===== src/rtl/servo_pkg.sv =====
// servo_pkg: shared servo PWM constants, default capture timing and capture FSM state type.
package servo_pkg;
    localparam logic [7:0] SERVO_NEUTRAL = 8'd128;
    localparam int MIN_CYCLES_DEF     = 100_000;
    localparam int STEP_CYCLES_DEF    = 391;
    localparam int GLITCH_CYCLES_DEF  = 50_000;
    localparam int MAXW_CYCLES_DEF    = 300_000;
    localparam int TIMEOUT_CYCLES_DEF = 2_500_000;
    typedef enum logic [1:0] {SYNC, IDLE, MEASURE} cap_state_t;
endpackage


===== src/rtl/pwm_sync_edge.sv =====
// pwm_sync_edge: 2-FF synchronizer with registered rise/fall strobes.
// ready marks when the synchronized level holds a real sample after reset.
module pwm_sync_edge (
    input  logic clk,
    input  logic rst,
    input  logic din,
    output logic level,
    output logic ready,
    output logic rise,
    output logic fall
);
    logic [1:0] sync_q, sync_d, vld_q, vld_d;
    logic rise_q, rise_d, fall_q, fall_d;
    always_comb begin
        sync_d = {sync_q[0], din};
        vld_d  = {vld_q[0], 1'b1};
        rise_d = vld_q[1] & sync_q[0] & ~sync_q[1];
        fall_d = vld_q[1] & ~sync_q[0] & sync_q[1];
    end
    always_ff @(posedge clk or posedge rst) begin
        if (rst) begin
            sync_q <= '0;
            vld_q  <= '0;
            rise_q <= 1'b0;
            fall_q <= 1'b0;
        end else begin
            sync_q <= sync_d;
            vld_q  <= vld_d;
            rise_q <= rise_d;
            fall_q <= fall_d;
        end
    end
    assign level = sync_q[1];
    assign ready = vld_q[1];
    assign rise  = rise_q;
    assign fall  = fall_q;
endmodule


===== src/rtl/pwm_to_servo.sv =====
// pwm_to_servo: measures servo pulse high time and decodes it to an 8-bit command code.
// Define PWM_TO_SERVO_FAILSAFE_EN to force servo_out to neutral while the signal is lost.
module pwm_to_servo
    import servo_pkg::*;
#(
    parameter int MIN_CYCLES     = MIN_CYCLES_DEF,
    parameter int STEP_CYCLES    = STEP_CYCLES_DEF,
    parameter int GLITCH_CYCLES  = GLITCH_CYCLES_DEF,
    parameter int MAXW_CYCLES    = MAXW_CYCLES_DEF,
    parameter int TIMEOUT_CYCLES = TIMEOUT_CYCLES_DEF
) (
    input  logic       clk,
    input  logic       rst,
    input  logic       pwm_in,
    output logic [7:0] servo_out,
    output logic       sample_valid,
    output logic       pulse_err,
    output logic       lost
);
    localparam int WDW = $clog2(TIMEOUT_CYCLES + 1);
    localparam int FW  = $clog2(STEP_CYCLES + 1);
    localparam logic [18:0]    MIN_W     = 19'(MIN_CYCLES);
    localparam logic [18:0]    GLITCH_W  = 19'(GLITCH_CYCLES);
    localparam logic [18:0]    MAXW_W    = 19'(MAXW_CYCLES);
    localparam logic [FW-1:0]  STEP_LAST = FW'(STEP_CYCLES - 1);
    localparam logic [WDW-1:0] TO_W      = WDW'(TIMEOUT_CYCLES);

    logic line, ready, rise, fall, accept;
    cap_state_t state_q, state_d;
    logic [18:0] width_q, width_d;
    logic [FW-1:0] frac_q, frac_d;
    logic [7:0] code_q, code_d, servo_q, servo_d;
    logic [WDW-1:0] wd_q, wd_d;
    logic sv_q, sv_d, pe_q, pe_d, lost_q, lost_d;

    pwm_sync_edge u_sync (
        .clk   (clk),
        .rst   (rst),
        .din   (pwm_in),
        .level (line),
        .ready (ready),
        .rise  (rise),
        .fall  (fall)
    );

    always_comb begin
        state_d = state_q;
        width_d = width_q;
        frac_d  = frac_q;
        code_d  = code_q;
        sv_d    = 1'b0;
        pe_d    = 1'b0;
        accept  = 1'b0;
        case (state_q)
            SYNC: if (ready && !line) state_d = IDLE;
            IDLE: if (rise) begin
                state_d = MEASURE;
                width_d = 19'd1;
                frac_d  = '0;
                code_d  = '0;
            end
            MEASURE: if (fall) begin
                state_d = IDLE;
                accept  = width_q >= GLITCH_W;
                sv_d    = accept;
                pe_d    = !accept;
            end else if (width_q == MAXW_W) begin
                state_d = SYNC;
                pe_d    = 1'b1;
                width_d = width_q + 19'd1;
            end else begin
                width_d = (width_q == '1) ? width_q : width_q + 19'd1;
                // code tracks floor((W - MIN) / STEP) as W advances past MIN
                if (width_q >= MIN_W) begin
                    frac_d = (frac_q == STEP_LAST) ? '0 : frac_q + FW'(1);
                    code_d = (frac_q == STEP_LAST && code_q != 8'hff) ? code_q + 8'd1 : code_q;
                end
            end
            default: state_d = SYNC;
        endcase
        wd_d   = accept ? '0 : (wd_q == TO_W ? wd_q : wd_q + WDW'(1));
        lost_d = !accept && (lost_q || wd_d == TO_W);
`ifdef PWM_TO_SERVO_FAILSAFE_EN
        servo_d = accept ? code_q : (lost_d ? SERVO_NEUTRAL : servo_q);
`else
        servo_d = accept ? code_q : servo_q;
`endif
    end

    always_ff @(posedge clk or posedge rst) begin
        if (rst) begin
            state_q <= SYNC;
            width_q <= '0;
            frac_q  <= '0;
            code_q  <= '0;
            servo_q <= SERVO_NEUTRAL;
            wd_q    <= '0;
            sv_q    <= 1'b0;
            pe_q    <= 1'b0;
            lost_q  <= 1'b1;
        end else begin
            state_q <= state_d;
            width_q <= width_d;
            frac_q  <= frac_d;
            code_q  <= code_d;
            servo_q <= servo_d;
            wd_q    <= wd_d;
            sv_q    <= sv_d;
            pe_q    <= pe_d;
            lost_q  <= lost_d;
        end
    end

    assign servo_out    = servo_q;
    assign sample_valid = sv_q;
    assign pulse_err    = pe_q;
    assign lost         = lost_q;
endmodule

===== config.mk =====
export PLATFORM = sky130hd
export DESIGN_NAME = pwm_to_servo
export DESIGN_NICKNAME = d
export VERILOG_FILES = /design/src/rtl/servo_pkg.sv /design/src/rtl/pwm_sync_edge.sv /design/src/rtl/pwm_to_servo.sv
export SDC_FILE = /design/constraint.sdc
export NUM_CORES = 1
export LEC_CHECK = 0
export BUFFER_PORTS_ARGS = -buffer_cell sky130_fd_sc_hd__buf_2
export CAP_MARGIN = 10
export CORE_UTILIZATION = 60
export CTS_CLUSTER_SIZE = 12
export DETAILED_ROUTE_END_ITERATION = 8
export PLACE_DENSITY = 0.77
export SLEW_MARGIN = 20
export SYNTH_ARGS = -nofsm -noshare
export SYNTH_HDL_FRONTEND = slang
export SYNTH_SLANG_ARGS = --single-unit

===== constraint.sdc =====
create_clock -name clk -period 2.73 [get_ports clk]
set_input_delay 0.273 -clock clk [delete_from_list [all_inputs] [get_ports clk]]
set_output_delay 0.273 -clock clk [all_outputs]
set_load 0.05 [all_outputs]

# == Word-level counts from Yosys, hierarchy flattened ==
# Cells that the tools add are included.
# W data, S select, Z words.
# word_totals
regBits,77
inputBits,3
output_inout_bits,11
wordCells,83
# classes
addsub,4
n_lt_le_gt_ge,2
eq_ne,16
muxes,29
n_bitwise,6
n_reduce_logical,13
# ops
operator,n
$mux W19,4
$mux W9,5
$eq A22 B22 Y1 const B,2
$mux W22,2
$mux W8,5
$eq A19 B19 Y1 const B,2
$pmux W19 S2,1
$add A22 B1 Y22 const B,1
$add A19 B1 Y19 const B,1
$ge A19 B16 Y1 const B,1
$ge A19 B17 Y1 const B,1
$pmux W9 S2,1
$pmux W8 S2,1
$ne A2 B2 Y1 const B,5
$add A9 B1 Y9 const B,1
$eq A9 B9 Y1 const B,1
$add A8 B1 Y8 const B,1
$mux W2,4
$ne A8 B8 Y1 const B,1
$pmux W2 S3,1
$reduce_and A6 Y1,1
$mux W1,5
$reduce_and A5 Y1,1
$and A1 B1 Y1,4
13 further kinds,18

# == Depth between registers and ports, before layout ==
# Gate-level depths: netlist of the first run.
# depth
word_depth,7
ltp_mapped,9
ltp_nobuf,8

# == Cells and area by module ==
# A second synthesis of the first run with hierarchy kept.
# unflattened
cells_unflattened,430
hier_area_um2,4122.7
# modules_own_cells
module,instances,cells_per_inst,area_per_inst_um2,seq_area_each_um2
pwm_to_servo,1,420,3947.5,1779.2
pwm_sync_edge,1,10,175.2,150.1

# == Worst setup path after synthesis of the first run ==
# OpenSTA, ideal clock, no wires.
# synth_timing
path_kind,register -> register
from,register wd_q[1]
to,"register lost_q, in the netlist lost"
setup_time_ns,0.097
t_arrival_ns,1.901
required_time_ns,2.633
setup_slack_ns,0.732
stages_incl_launch_ff,9
n_path_buf,1
period_less_slack_ns,1.998
cell_sequence,dfrtp_1 ha_1 nand3_1 buf_2 nor4_1 nand2_1 mux2i_1 o2111ai_1 o41ai_2
# synth_via
elab_chain_len,6
word_cells_on_any_way,7
cone_classes,add/sub: 1; eq/ne: 2; mux: 2; reduce/logical: 2
# synth_lines
element,line_no,source
"start, declared",pwm_to_servo.sv:33,"logic [WDW-1:0] wd_q, wd_d;"
"start signal, assigned",pwm_to_servo.sv:107,wd_q <= wd_d;
$add A22 B1 Y22 / $eq A22 B22 Y1 (equally long branches),pwm_to_servo.sv:81,wd_d = accept ? '0 : (wd_q == TO_W ? wd_q : wd_q + WDW'(1));
$mux W22 (*) (2 in a row),pwm_to_servo.sv:81,
$eq A22 B22 Y1 (*),pwm_to_servo.sv:82,lost_d = !accept && (lost_q || wd_d == TO_W);
$logic_or A1 B1 Y1 (*),pwm_to_servo.sv:82,
$logic_and A1 B1 Y1 (*),pwm_to_servo.sv:82,
named net lost_d,pwm_to_servo.sv:34,"logic sv_q, sv_d, pe_q, pe_d, lost_q, lost_d;"
"end signal, assigned",pwm_to_servo.sv:110,lost_q <= lost_d;
"end, declared",pwm_to_servo.sv:34,
# Mark *: on every way through the listed nets, which the timed path passes. The rest lies on a longest branch.
# A chain may end at the register's enable or synchronous reset.

# == Final worst setup path of the first run ==
# layout_timing
from,register state_q[0]
to,"register servo_q[3], in the netlist servo_out[3]"
# layout_via
elab_chain_len,2
# layout_lines
element,line_no,source
"start, declared",pwm_to_servo.sv:29,"cap_state_t state_q, state_d;"
"start signal, assigned",pwm_to_servo.sv:102,state_q <= state_d;
$eq A2 B2 Y1,pwm_to_servo.sv:54,case (state_q)
$mux W1,pwm_to_servo.sv:54,
"end signal, assigned",pwm_to_servo.sv:106,servo_q <= servo_d;
"end, declared",pwm_to_servo.sv:32,"logic [7:0] code_q, code_d, servo_q, servo_d;"
# No other way between the ends.

==> summary.md, run 1 <==
| Metric | Value |
|---|---|
| Tmin final | roughly 2400 ps |
| Setup crit start kind | flip-flop |
| Placed inst area | 4400 µm² |
| Hold Startpoint | pwm_in |
| Largest net degree at the start of global routing | 48 |
| Least-Margin Pin Slew | between 600 and 700 ps |
| Ys async rst share | 1.00 |
| Worst hold path depth | 1 |
| Register area share after synthesis | 0.457 |
| Num CTS Buffers | 9 |
| Status | finished clean |
| Number of global-route vias before repair | roughly 3100 |
| Port Buffers | 13 |
| Worst vdd ir | between 0.3 and 0.4 mV |
| Crit Path Class | flip-flop to flip-flop |
| Antenna cell count | 0 |
| Worst Path Required | 2970 ps |
| Final Hold Viols | 0 |
| Yosys warns | 0 |
| Std cell rows | 30 |
| Mapped Cells | 441 |
| Synth Register Bits | 77 |
| Clock Sink Count | between 70 and 80 |
| Net Count, Synth | roughly 450 |
| FMAX | roughly 420 MHz |
| CTS H-Tree Depth | 3 |
| Pleak | slightly above 2 nW |
| Post_cts resized | 0 |
| Total power | around 2.4 mW |
| Die H | 85.8 µm |
| Power Density | a little over 500 nW/µm² |
| GRT Util Overall | 0.247 |
| CP Max Fanout | 21 |
| CP endpoint kind | flip-flop |
| Clk pin slew, worst setup/hold paths | 80 ps |
| Io pins | 14 |
| Post-detail-place hpwl | between 5000 and 6000 µm |
| Slew Limit Headroom | 0.580 |
| R2r setup slk | between 300 and 400 ps |
| Number of antenna violations at the first check in global routing | 0 |
| Initial core utilization | 0.621 |
| Syn avg cell area | 9.56 µm² |
| Worst min path class | input pin to flip-flop |
| Core Region | 6790 µm² |
| Final wirelength | ~8000 µm |
| Max-cap viol count | 0 |
| Initial DRC Count | between 100 and 150 |
| First-pass GRT wire length | between 10000 and 15000 µm |
| Placed cell count | approximately 540 |
| Reg2reg start | state_q[0]$_DFFE_PP0P_ |
| RSZ-0062 raised after global routing | false |
| Yosys top cell by area | dfrtp_1 |
| Die outline width | 85.8 µm |
| Netlist Area Pre-Place | about 4200 µm² |
| Top-area cell type share of the netlist area | 0.445 |
| Die ar. | roughly 7400 µm² |
| R2R Path End | servo_out[3]$_DFFE_PP0N_ |
| TritonRoute pass-1 iters | 4 |
| Cell depth of the worst flop-to-flop path | 5 |
| Nets@finish | approximately 470 |
| Remaining DRCs | 0 |
| Worst Hold Path EP | u_sync.sync_q[0]$_DFF_PP0_ |
| ANT nets after route | 0 |
| CTS tree | done |
| RePlAce Congestion | 0.848 |
| Max Clock Skew | about 11 ps |
| Post-route cell area | 4610 µm² |
| DR vias/cell | 5.75 |
| Avg WL per Cell | approximately 15 µm |
| Post-synth EDFFs | 0 |
| Clock Latency Late Sink | 350 ps |
| Gr ovfl total | 0 |
| Area contributors post-synth | dfrtp_1 (44%), xnor2_1 (5.6%), nor2_1 (4.6%) |
| Synth cell types | around 60 |
| Worst Path Arrival | 2630 ps |
| Final setup fails | 0 |
| Setup TNS | 0 ps |
| DR vias | 3221 |
| Final period utilization | 0.878 |
| CTS root buf | clkbuf_8 |
| Fin. max-slew vios | 0 |
| Clock Path Buffers | 2 |
| Syn-to-layout area delta | 9.26% |
| Layout cells sized above 1 | 0.131 |
| Final Non-Filler Cells | 560 |
| Top_reg_cell synth | dfrtp_1 |
[what timing repair did]
| item | in CTS | in global routing |
|---|---|---|
| hold buffers | 1 | 0 |
| setup buffers | 0 | 0 |
| hold endpoints to repair | 30 | 0 |
[report_power, final]
group	switching [mW]	internal, mW
clock	0.429	0.427
sequential	0.0519	1.18
combinational	0.178	0.0834
total	0.659	1.69
[kinds of logic (layout without fill, tap and decap cells)]
family / after synthesis / after routing / share of synthesized area
flip-flops: 77 / 77 / 0.457
buffers and inverters: 33 / 56 / 0.0359
adder cells (fa/ha/maj): 7 / 7 / 0.0208
XOR/XNOR: 39 / 39 / 0.0810
AND/OR/NAND/NOR: 198 / 198 / 0.252
other: 1 / 1 / 0.000889
multiplexers: 13 / 13 / 0.0332
AO/OA/AOI/OAI: 73 / 73 / 0.119
[sequential cells by signal, summed over array words and instances (netlist names)]
name,cells
wd_q,22
width_q,19
frac_q,9
code_q,8
servo_out,8
state_q,2
u_sync.sync_q,2
u_sync.vld_q,2
lost,1
pulse_err,1
sample_valid,1
u_sync.fall,1
u_sync.rise,1
[final cells by class]
type / count / area (µm²)
well taps: 96 / 120
repair buffers: 23 / 155
clock buffers: 9 / 124
multi-input cells: 331 / 2140
inverters: 17 / 65.1
flip-flops and latches: 77 / 1930
fillers: 535 / 2190
clock inverters: 7 / 73.8
[critical path: stages (launching register included)]
cell,delay (ps)
dfrtp_1,430
nor2b_1,450
nand2_1,160
a21oi_2,510
buf_4,370
mux2_2,360
[how the worst max path moves through the flow]
stage / startpoint / end / slack, ps / depth (start not counted)
after global placement: state_q[0]$_DFFE_PP0P_ / servo_out[6]$_DFFE_PP0N_ / 380 / 5
final: state_q[0]$_DFFE_PP0P_ / servo_out[3]$_DFFE_PP0N_ / 330 / 5
after floorplan: rst / code_q[0]$_DFFE_PP0P_ / 490 / 1
after CTS: state_q[0]$_DFFE_PP0P_ / servo_out[4]$_DFFE_PP0N_ / 330 / 5
after detailed placement: state_q[0]$_DFFE_PP0P_ / servo_out[2]$_DFFE_PP0N_ / 340 / 5
after global routing: state_q[0]$_DFFE_PP0P_ / servo_out[0]$_DFFE_PP0N_ / 140 / 5
[per-layer routing]
| metal | up-vias | track usage | share of wire |
|---|---|---|---|
| li1 | 1609 | - | - |
| met1 | 1548 | 0.322 | 0.46 |
| met2 | 51 | 0.409 | 0.49 |
| met3 | 13 | 0.0346 | 0.029 |
| met4 | 0 | 0.120 | 0.018 |
| met5 | - | 0 | 0 |
[cell usage in the layout (no fill, tap or decap), drive strengths merged, types with 2 or more instances in the layout]
master,instances
and3b,3
and2,4
buf,22
dfstp,2
nand4b,2
nand2,38
a21oi,16
nor2,53
or3,8
dfrtp,75
nor3b,2
inv,18
nor3,11
o22ai,2
o21a,2
nor4b,3
nand4,10
o31ai,14
o2111ai,3
or4,7
and4b,2
mux2i,5
clkbuf,9
xor2,12
ha,7
mux2,8
nand2b,7
and3,10
clkinv,4
nor4,13
o41ai,3
nand3,18
xnor2,27
o21ai,25
nor2b,2
[per-stage QoR]
step           setup slack [ps]  hold WS, ps  utilization
2_1_floorplan               494          304            -
3_3_place_gp                383          323        0.648
3_5_place_dp                341          327        0.648
4_1_cts                     329         11.2        0.678
5_1_grt                     138         8.22        0.678
6_report                    334         27.4        0.678
[synth_stat cells, drive strengths merged (2+ instances only)]
cell type / count
nand3: 18
mux2: 8
nor3b: 2
and2: 4
inv: 17
or4: 7
mux2i: 5
nor4: 13
nand2: 38
o22ai: 2
dfrtp: 75
buf: 6
and4b: 2
o41ai: 3
xnor2: 27
o31ai: 14
a21oi: 16
xor2: 12
dfstp: 2
o2111ai: 3
nor2: 53
nand2b: 7
nand4b: 2
nor4b: 3
and3: 10
nand4: 10
clkbuf: 10
o21a: 2
o21ai: 25
and3b: 3
nor2b: 2
nor3: 11
ha: 7
or3: 8
Power figures use the tool's default switching activity.
==> run 2: changes to the inputs <==
--- a/config.mk
+++ b/config.mk
@@ -7,10 +7,12 @@
 export LEC_CHECK = 0
 export BUFFER_PORTS_ARGS = -buffer_cell sky130_fd_sc_hd__buf_2
 export CAP_MARGIN = 10
-export CORE_UTILIZATION = 60
+export CELL_PAD_IN_SITES_DETAIL_PLACEMENT = 0
+export CELL_PAD_IN_SITES_GLOBAL_PLACEMENT = 1
+export CORE_UTILIZATION = 49
 export CTS_CLUSTER_SIZE = 12
 export DETAILED_ROUTE_END_ITERATION = 8
-export PLACE_DENSITY = 0.77
+export PLACE_DENSITY_LB_ADDON = 0.1
 export SLEW_MARGIN = 20
 export SYNTH_ARGS = -nofsm -noshare
 export SYNTH_HDL_FRONTEND = slang
==> run 2 against run 1 <==
  * Largest power group unchanged
  * Via count rose by 2.3%
  * Clock skew up 1.6 ps
  * Power grew 7.6%
  * Worst hold slack lost 24 ps
  * Fmax rose by 4.0%
  * Worst setup slack improved by 93 ps
  * Clock power is 20% higher
  * Critical path depth up 1
  * Critical endpoint is now code_q[3]$_DFFE_PP0P_
  * Sequential power about the same
  * Flip-flop and latch count is the same
  * Sequential share of layout area decreased by 0.54 points
==> summary.md, run 2 (synthesis results as in run 1) <==
| Metric | Value |
|---|---|
| Status | finished clean |
| Gr ovfl total | 0 |
| Io pins | 14 |
| Power Density | between 500 and 600 nW/µm² |
| Postcts setup bufs | 0 |
| CTS root buf | clkbuf_8 |
| RSZ-0062 raised after global routing | false |
| Number of antenna violations at the first check in global routing | 0 |
| RePlAce Congestion | roughly 0.82 |
| Clock Path Buffers | 2 |
| Final setup fails | 0 |
| Die outline width | between 90 and 100 µm |
| Most frequent cells in the layout | dfrtp_1 (75), nor2_1 (52), nand2_1 (38) |
| R2r setup slk | 430 ps |
| Die ar. | approximately 9000 µm² |
| Num CTS Buffers | 9 |
| Max Clock Skew | about 12 ps |
| Worst Path Required | roughly 3000 ps |
| Worst stage delay on the critical path | ~520 ps |
| FMAX | between 400 and 500 MHz |
| Place WS | around 400 ps |
| # fillers | between 700 and 800 |
| Syn-to-layout area delta | 10.7% |
| Largest net degree at the start of global routing | between 40 and 50 |
| First-pass GRT wire length | roughly 16000 µm |
| Clock Sink Count | 77 |
| CP Max Fanout | 14 |
| GRT Util Overall | 0.226 |
| Most frequent CP cell | a21oi_1 |
| Leading registers by flop count | wd_q: 22 flops, width_q: 19 flops, frac_q: 9 flops |
| CP endpoint kind | flip-flop |
| Slowest-stage cell, CP | or4_1 |
| Delay-heaviest family, CP | simple AND/OR/NAND/NOR gates |
| Slew Limit Headroom | 0.546 |
| Layout cells sized above 1 | 0.131 |
| Worst min path class | input pin to async pin |
| DR vias/cell | roughly 5.8 |
| Initial core utilization | 0.511 |
| Die H | around 95 µm |
| Setup TNS | 0 ps |
| Number of global-route vias before repair | approximately 3200 |
| Std cell rows | 33 |
| Pleak | approximately 2 nW |
| Biggest register | wd_q |
| ANT nets after route | 0 |
| Post-CTS Hold Fix Bufs | 0 |
| Nets@finish | 471 |
| Post-detail-place hpwl | approximately 6300 µm |
| Post_cts resized | 0 |
| Worst Path Arrival | between 2000 and 3000 ps |
| Buf/Inv on CP | 0 |
| DR vias | roughly 3300 |
| Core Region | 8260 µm² |
| Avg WL per Cell | ~16 µm |
| Initial DRC Count | roughly 150 |
| CTS H-Tree Depth | 3 |
| Least-Margin Pin Slew | a little under 700 ps |
| CTS tree | done |
| Fin. max-slew vios | 0 |
| CP cell instances | nor4b_1 > o311ai_0 > a21oi_1 > o22ai_2 > or4_1 > a21oi_1 |
| Max-cap viol count | 0 |
| Final wirelength | ~9000 µm |
| Final Hold Viols | 0 |
| Clock Latency Late Sink | 340 ps |
| Port Buffers | 13 |
| Antenna cell count | 0 |
| Worst vdd ir | 0.307 mV |
| Crit Path Class | flip-flop to flip-flop |
| Setup crit start kind | flip-flop |
| Most common cell after layout, fill and taps aside | dfrtp_1 |
| Max FFs per register | 22 |
| Tmin final | ~2300 ps |
| TritonRoute pass-1 iters | 4 |
| Final period utilization | 0.844 |
| Worst setup margin | between 400 and 500 ps |
| Clk pin slew, worst setup/hold paths | ~80 ps |
| Remaining DRCs | 0 |
-- run 2: cell count changes in the layout (fill, tap and decap cells not counted) --
cell | previous run | this run
dlygate4sd3_1 | 1 | 0
inv_6 | 2 | 0
clkbuf_1 | 0 | 3
buf_4 | 8 | 11
clkinvlp_4 | 1 | 0
clkinv_2 | 3 | 1
bufinv_16 | 1 | 3
-- run 2: area by class of cell --
cell class                 instances  area (µm²)  share of cell area
clock buffer                      12         135              0.0289
clock inverter                     4        98.8              0.0212
inverter                          17        65.1              0.0139
multi-input combinational        331        2140               0.459
sequential                        77        1930               0.413
tap                              105         131              0.0281
timing repair buffer              25         168              0.0359
-- run 2: worst paths after layout --
check | start | end | cells after the start
worst max-delay path | frac_q[3]$_DFFE_PP0P_ | code_q[3]$_DFFE_PP0P_ | 6
worst min-delay path | rst | wd_q[9]$_DFF_PP0_ | 2
worst max register to register | frac_q[3]$_DFFE_PP0P_ | code_q[3]$_DFFE_PP0P_ | 6
worst min register to register | u_sync.vld_q[0]$_DFF_PP0_ | u_sync.vld_q[1]$_DFF_PP0_ | 0
max in group asynchronous | rst | servo_out[7]$_DFFE_PP1N_ | 3
min in group clk | pwm_in | u_sync.sync_q[0]$_DFF_PP0_ | 1
-- run 2: through the flow --
| step | instance area [µm²] | util | hold slack [ps] | power [mW] | std cells |
|---|---|---|---|---|---|
| finish | 4670 | 0.565 | 3.85 | 2.53 | 571 |
| global route | 4670 | 0.565 | 19.4 | 2.65 | 571 |
| CTS | 4670 | 0.565 | 13.0 | 2.56 | 571 |
| detailed placement | 4430 | 0.537 | 339 | 1.53 | 555 |
| global placement | 4430 | 0.537 | 335 | 1.52 | 555 |
| floorplan | 4220 | - | 304 | 1.44 | 441 |
-- run 2: per-layer routing --
layer / track usage / vias to the layer above / wire (µm)
li1: - / 1619 / -
met2: 0.370 / 41 / 4380
met3: 0.0330 / 13 / 211
met1: 0.299 / 1621 / 4350
met4: 0.0934 / 0 / 167
met5: 0 / - / 0
-- run 2: power breakdown --
part	leakage (nW)	total, mW	internal [mW]	switching [mW]
combinational	0.902	0.270	0.0834	0.186
clock	0.115	1.03	0.611	0.417
sequential	1.04	1.23	1.18	0.0503
total	2.05	2.53	1.88	0.653
